File: src/rtl/voice_scheduler_if.sv
// rtl/voice_scheduler_if.sv - song reader / note player bundle for voice_scheduler
interface voice_scheduler_if #(
    parameter int NOTE_W = 6,
    parameter int DUR_W  = 6
);
    logic              play;
    logic              beat;
    logic              new_note;
    logic [NOTE_W-1:0] note;
    logic [DUR_W-1:0]  duration;
    logic              advance;
    logic              note_done;
    logic [2:0]        v_load;
    logic [NOTE_W-1:0] v_note0;
    logic [NOTE_W-1:0] v_note1;
    logic [NOTE_W-1:0] v_note2;
    logic [2:0]        v_active;
    logic              dropped;

    modport master (
        output play, beat, new_note, note, duration, advance,
        input  note_done, v_load, v_note0, v_note1, v_note2, v_active, dropped
    );

    modport slave (
        input  play, beat, new_note, note, duration, advance,
        output note_done, v_load, v_note0, v_note1, v_note2, v_active, dropped
    );
endinterface

File: src/rtl/voice_scheduler.sv
// rtl/voice_scheduler.sv - 3-voice allocator and note pacing FSM (option: VOICE_STEAL_EN)
module voice_scheduler #(
    parameter int NOTE_W = 6,
    parameter int DUR_W  = 6
) (
    input  logic            clk,
    input  logic            reset,
    voice_scheduler_if.slave bus
);
    typedef enum logic [1:0] {IDLE, GATE, ACK} state_t;

    localparam logic [DUR_W-1:0] ONE = DUR_W'(1);

    state_t            state;
    state_t            state_nxt;
    logic [DUR_W-1:0]  gate_cnt;
    logic [DUR_W-1:0]  cnt    [3];
    logic [NOTE_W-1:0] note_r [3];
    logic [2:0]        idle_v;
    logic [2:0]        load_sel;
    logic              drop_c;
    logic              tick;
    logic              accept;
    logic              is_note;
    logic              note_done_c;
    logic [2:0]        v_load_r;
    logic              dropped_r;

    assign tick    = bus.beat & bus.play;
    assign accept  = bus.new_note && (state == IDLE);
    assign is_note = (bus.note != '0) && (bus.duration != '0);

    // A voice about to expire on this edge still has cnt != 0, so it is not free.
    assign idle_v = {cnt[2] == '0, cnt[1] == '0, cnt[0] == '0};

`ifdef VOICE_STEAL_EN
    logic [2:0] steal_sel;

    // Victim is the busy voice closest to finishing; lowest index wins ties.
    always_comb begin
        steal_sel = 3'b100;
        if ((cnt[0] <= cnt[1]) && (cnt[0] <= cnt[2]))
            steal_sel = 3'b001;
        else if (cnt[1] <= cnt[2])
            steal_sel = 3'b010;
    end
`endif

    // Pick the lowest idle voice for an accepted note; fall back when all are busy.
    always_comb begin
        load_sel = 3'b000;
        drop_c   = 1'b0;
        if (accept && is_note) begin
            if (idle_v[0])
                load_sel = 3'b001;
            else if (idle_v[1])
                load_sel = 3'b010;
            else if (idle_v[2])
                load_sel = 3'b100;
            else begin
`ifdef VOICE_STEAL_EN
                load_sel = steal_sel;
`else
                drop_c   = 1'b1;
`endif
            end
        end
    end

    // Per-voice duration counters: a load overrides any coincident beat.
    always_ff @(posedge clk or posedge reset) begin
        if (reset) begin
            for (int i = 0; i < 3; i++) begin
                cnt[i]    <= '0;
                note_r[i] <= '0;
            end
        end else begin
            for (int i = 0; i < 3; i++) begin
                if (load_sel[i]) begin
                    cnt[i]    <= bus.duration;
                    note_r[i] <= bus.note;
                end else if (tick && (cnt[i] != '0)) begin
                    cnt[i] <= cnt[i] - ONE;
                    if (cnt[i] == ONE)
                        note_r[i] <= '0;
                end
            end
        end
    end

    // One-cycle load and drop pulses, valid the cycle after new_note.
    always_ff @(posedge clk or posedge reset) begin
        if (reset) begin
            v_load_r  <= 3'b000;
            dropped_r <= 1'b0;
        end else begin
            v_load_r  <= load_sel;
            dropped_r <= drop_c;
        end
    end

    // Gate counter tracks how long the song reader must wait on an advancing note.
    always_ff @(posedge clk or posedge reset) begin
        if (reset)
            gate_cnt <= '0;
        else if (accept)
            gate_cnt <= bus.duration;
        else if ((state == GATE) && tick && (gate_cnt != '0))
            gate_cnt <= gate_cnt - ONE;
    end

    // Pacing state register.
    always_ff @(posedge clk or posedge reset) begin
        if (reset)
            state <= IDLE;
        else
            state <= state_nxt;
    end

    // Pacing next-state and note_done decode; ACK always completes even when paused.
    always_comb begin
        state_nxt   = state;
        note_done_c = 1'b0;
        case (state)
            IDLE: begin
                if (bus.new_note) begin
                    if (bus.advance && (bus.duration != '0))
                        state_nxt = GATE;
                    else
                        state_nxt = ACK;
                end
            end
            GATE: begin
                if (tick && (gate_cnt == ONE))
                    state_nxt = ACK;
            end
            ACK: begin
                note_done_c = 1'b1;
                state_nxt   = IDLE;
            end
            default: state_nxt = IDLE;
        endcase
    end

    assign bus.note_done = note_done_c;
    assign bus.v_load    = v_load_r;
    assign bus.dropped   = dropped_r;
    assign bus.v_active  = ~idle_v;
    assign bus.v_note0   = idle_v[0] ? '0 : note_r[0];
    assign bus.v_note1   = idle_v[1] ? '0 : note_r[1];
    assign bus.v_note2   = idle_v[2] ? '0 : note_r[2];
endmodule

File: src/flat_wrapper.sv
// flat-port wrapper written by rule: the top's interface ports become plain ports
module voice_scheduler_flat 
#(
    parameter int NOTE_W = 6,
    parameter int DUR_W  = 6
)
  (clk, reset, bus_play, bus_beat, bus_new_note, bus_note, bus_duration, bus_advance, bus_note_done, bus_v_load, bus_v_note0, bus_v_note1, bus_v_note2, bus_v_active, bus_dropped);
  voice_scheduler_if #(.NOTE_W(NOTE_W), .DUR_W(DUR_W)) bus_i ();
  input  logic clk;
  input  logic reset;
  input wire logic [$bits(bus_i.play)-1:0] bus_play;
  input wire logic [$bits(bus_i.beat)-1:0] bus_beat;
  input wire logic [$bits(bus_i.new_note)-1:0] bus_new_note;
  input wire logic [$bits(bus_i.note)-1:0] bus_note;
  input wire logic [$bits(bus_i.duration)-1:0] bus_duration;
  input wire logic [$bits(bus_i.advance)-1:0] bus_advance;
  output wire logic [$bits(bus_i.note_done)-1:0] bus_note_done;
  output wire logic [$bits(bus_i.v_load)-1:0] bus_v_load;
  output wire logic [$bits(bus_i.v_note0)-1:0] bus_v_note0;
  output wire logic [$bits(bus_i.v_note1)-1:0] bus_v_note1;
  output wire logic [$bits(bus_i.v_note2)-1:0] bus_v_note2;
  output wire logic [$bits(bus_i.v_active)-1:0] bus_v_active;
  output wire logic [$bits(bus_i.dropped)-1:0] bus_dropped;
  assign bus_i.play = bus_play;
  assign bus_i.beat = bus_beat;
  assign bus_i.new_note = bus_new_note;
  assign bus_i.note = bus_note;
  assign bus_i.duration = bus_duration;
  assign bus_i.advance = bus_advance;
  assign bus_note_done = bus_i.note_done;
  assign bus_v_load = bus_i.v_load;
  assign bus_v_note0 = bus_i.v_note0;
  assign bus_v_note1 = bus_i.v_note1;
  assign bus_v_note2 = bus_i.v_note2;
  assign bus_v_active = bus_i.v_active;
  assign bus_dropped = bus_i.dropped;
  voice_scheduler #(.NOTE_W(NOTE_W), .DUR_W(DUR_W)) u_core (.clk(clk), .reset(reset), .bus(bus_i));
endmodule
File: config.mk
export PLATFORM = sky130hd
export DESIGN_NAME = voice_scheduler_flat
export DESIGN_NICKNAME = d
export VERILOG_FILES = /design/src/rtl/voice_scheduler_if.sv /design/src/rtl/voice_scheduler.sv /design/src/flat_wrapper.sv
export SDC_FILE = /design/constraint.sdc
export NUM_CORES = 1
export LEC_CHECK = 0
export BUFFER_PORTS_ARGS = -buffer_cell sky130_fd_sc_hd__buf_2
export CAP_MARGIN = 20
export CELL_PAD_IN_SITES_DETAIL_PLACEMENT = 0
export CELL_PAD_IN_SITES_GLOBAL_PLACEMENT = 1
export CORE_MARGIN = 10
export CORE_UTILIZATION = 43
export CTS_CLUSTER_SIZE = 25
export DETAILED_ROUTE_END_ITERATION = 7
export GPL_TIMING_DRIVEN = 0
export HOLD_SLACK_MARGIN = 0.08
export PLACE_DENSITY_LB_ADDON = 0.1
export SLEW_MARGIN = 40
export SYNTH_ARGS = -nofsm -noshare
export SYNTH_HDL_FRONTEND = slang
export SYNTH_SLANG_ARGS = --single-unit
File: constraint.sdc
create_clock -name clk -period 2.25 [get_ports clk]
set_input_delay 0.1125 -clock clk [delete_from_list [all_inputs] [get_ports clk]]
set_output_delay 0.1125 -clock clk [all_outputs]
set_load 0.01 [all_outputs]
==> flow_summary.toml <==
[outcome]
status = "complete, no violations"

[worst_setup_path]
cp_slowest_cell = "nor4_2"
endpoint_kind = "output port"
critical_path.max_fanout = 8
start_kind = "flop"
crit_path_cell_trace = "nor4_2 > and2_1 > buf_2 > inv_1 > and2_1 > buf_2"
crit_type = "flop to output port"
r2r.worst_path.cells = 7
critical_path_arrival_ns = 2.02
worst_ep_required_time_ns = 2.14
critPathMaxStageDelay_ns = 0.48

[yosys]
syn_area_sq_um = 2716
yosys_register_bits = 48
async_reset_ff_frac = 1.000
synth_ff_type = "dfrtp_1"
synthCells = 279
yosysSeqAreaShare = 0.4422
synth_nets = 306
synth_cell_types = 52
syn_avg_cell_area_sq_um = 9.736
synth_warnings = 0
synth-edff-count = 0

[floorplan]
dieWidth_um = 99.48
die_y_um = 99.48
ioPinCount = 44
floorplan.die_area_sq_um = 9896
rows = 28
core_sq_um = 6026
start_util = 0.4508

[sta]
setup_ws_ns = 0.1168
hold_slack_ns = 0.08705
post-route-min-period_ns = 2.133
finalCritPeriodShare = 0.9481
setup_viol = 0
worst_slew_margin_rel = 0.6362
maxSlewViolCount = 0
final_hold_viol_count = 0
fin_worst_skew_ns = 0.01055
fmax_mhz = 468.8
tightest_slew_ns = 0.5457
finalSetupTns_ns = 0

[final_layout]
final_common_cell = "dfrtp_1"
final_cells = 407
final_cell_mix = "dfrtp_1, buf_2, inv_1"
final_cell_area_sq_um = 3193
layout.nets = 360
drive_gt1_frac = 0.2139
n_antenna_cell = 0
synthToLayoutAreaGrowth_pct = 17.55
final_util = 0.5299

[detailed_routing]
ant_nets = 0
vias = 2199
drt_pass1_iterations = 4
vias_per_cell = 5.403
drc = 0
wl_per_cell_um = 16.90
drt_iter0_markers = 86
wl_mm = 6.877

[clock_tree]
path_clk_slew_ns = 0.09
cts_tree = "yes"
insertion_delay_ns = 0.30
cts.sinks = 48
cts-root-buf = "clkbuf_8"
numCtsBuffers = 5
h-tree-depth = 2
cts.path.max_buffers = 2

[placed_design]
placedCellCount = 398
placed_area_sq_um = 3048
globalplace.congestion = 0.7875
dpl_worst_slack_ns = -0.02824
io_buffer_count = 43
dp_hpwl_mm = 5.246

[pwr]
power_density_nw_per_um2 = 1184
comb_power_share = 0.424
power.internal_mw = 2.308
p_clk_frac = 0.160
power.total_mw = 3.782
swShare = 0.3898
power.leakage_nw = 1.650
seqPwrFrac = 0.415
power.switching_mw = 1.474
peakVddDrop_uv = 539.5

[grt]
grt_max_degree = 31
antenna_found_initial = 0
grt_pass1_vias = 2226
grt_usage = 0.1386
grt_pass1_wl_mm = 11.23
gr-total-overflow = 0

[worst_hold_path]
hp-class = "input pin to flop"
hold_depth = 2

[flow_run]
cap_violations = 0
flip-flops by register name, indices dropped and copies added (netlist names):
| name | cells |
|---|---|
| u_core.bus.dropped | 1 |
| u_core.bus.v_load | 3 |
| u_core.cnt | 18 |
| u_core.gate_cnt | 6 |
| u_core.note_r | 18 |
| u_core.state | 2 |
layout make-up:
type / instances / area, sq um
fillers: 585 / 2833
repair buffers: 47 / 260.3
well taps: 75 / 93.84
flip-flops and latches: 48 / 1201
clock inverters: 1 / 30.03
inverters: 28 / 107.6
plain buffers: 7 / 41.29
multi-input cells: 196 / 1390
clock buffers: 5 / 68.82
per-layer routing:
metal,part of all wire,vias up,track usage
met1,0.49,1077,0.1833
met5,0,-,0
met3,0.027,8,0.02422
met4,0.012,0,0.03859
li1,-,1084,-
met2,0.48,30,0.2260
what timing repair did:
item	CTS	global route
hold buffers	1	0
pin swaps	0	0
resized for setup	1	4
hold endpoints to repair	48	0
buffers inserted	0	2
endpoints found under the setup margin	11	32
power groups by stage:
| stage | clock network, mW | logic, mW | registers [mW] |
|---|---|---|---|
| global route | 0.641 | 1.82 | 1.64 |
| floorplan | 0 | 1.15 | 1.50 |
| CTS | 0.617 | 1.59 | 1.56 |
| finish | 0.606 | 1.60 | 1.57 |
| detailed placement | 0 | 1.57 | 1.58 |
| global placement | 0 | 1.54 | 1.56 |
logic make-up (layout without fill, tap and decap cells):
| logic type | after synthesis | count (layout) | share of synthesized area |
|---|---|---|---|
| flip-flops | 48 | 48 | 0.4422 |
| XOR/XNOR | 7 | 7 | 0.02257 |
| AND/OR/NAND/NOR | 114 | 114 | 0.2381 |
| adder cells (fa/ha/maj) | 9 | 9 | 0.04146 |
| multiplexers | 24 | 24 | 0.08844 |
| buffers and inverters | 35 | 88 | 0.05297 |
| AO/OA/AOI/OAI | 42 | 42 | 0.1142 |
worst max-delay path, delay by kind of cell (launching register included):
family | cells | cell delay (ns)
buf+inv | 3 | 0.43
simple gates | 3 | 0.86
flops | 1 | 0.44
cells in the mapped netlist, drive strengths merged (2+ instances only):
master	count	area [sq um]
xnor2	5	43.79
o211ai	4	30.03
or3	6	37.54
a31oi	2	27.53
dfrtp	48	1201
mux2i	24	240.2
o221ai	2	17.52
nand4	5	43.79
o21ai	14	73.82
a211oi	2	15.01
buf	5	31.28
and4	3	26.28
a21oi	4	20.02
nand4b	2	17.52
and2	21	131.4
a2111oi	2	17.52
nand2	26	97.59
a221o	4	40.04
ha	9	112.6
nor4	4	31.28
inv	28	105.1
clkbuf	2	7.510
nand2b	2	12.51
nor2b	6	37.54
nand3	9	50.05
xor2	2	17.52
nor3b	2	20.02
nor2	16	62.56
or4	3	22.52
nor3	5	25.02
path summary, 6_finish.rpt:
path                                                 from                             end  slack [ns]
hold reg to reg            u_core.gate_cnt[5]$_DFFE_PP0P_  u_core.gate_cnt[5]$_DFFE_PP0P_        0.52
min in group asynchronous                           reset      u_core.cnt[14]$_DFFE_PP0P_        0.30
max in group asynchronous                           reset  u_core.gate_cnt[4]$_DFFE_PP0P_        1.50
hold / removal                            bus_duration[3]  u_core.gate_cnt[3]$_DFFE_PP0P_        0.09
setup / recovery                u_core.cnt[3]$_DFFE_PP0P_                  bus_v_note2[4]        0.12
setup reg to reg               u_core.cnt[12]$_DFFE_PP0P_   u_core.note_r[11]$_DFFE_PP0P_        0.19
Power figures use the tool's default switching activity.
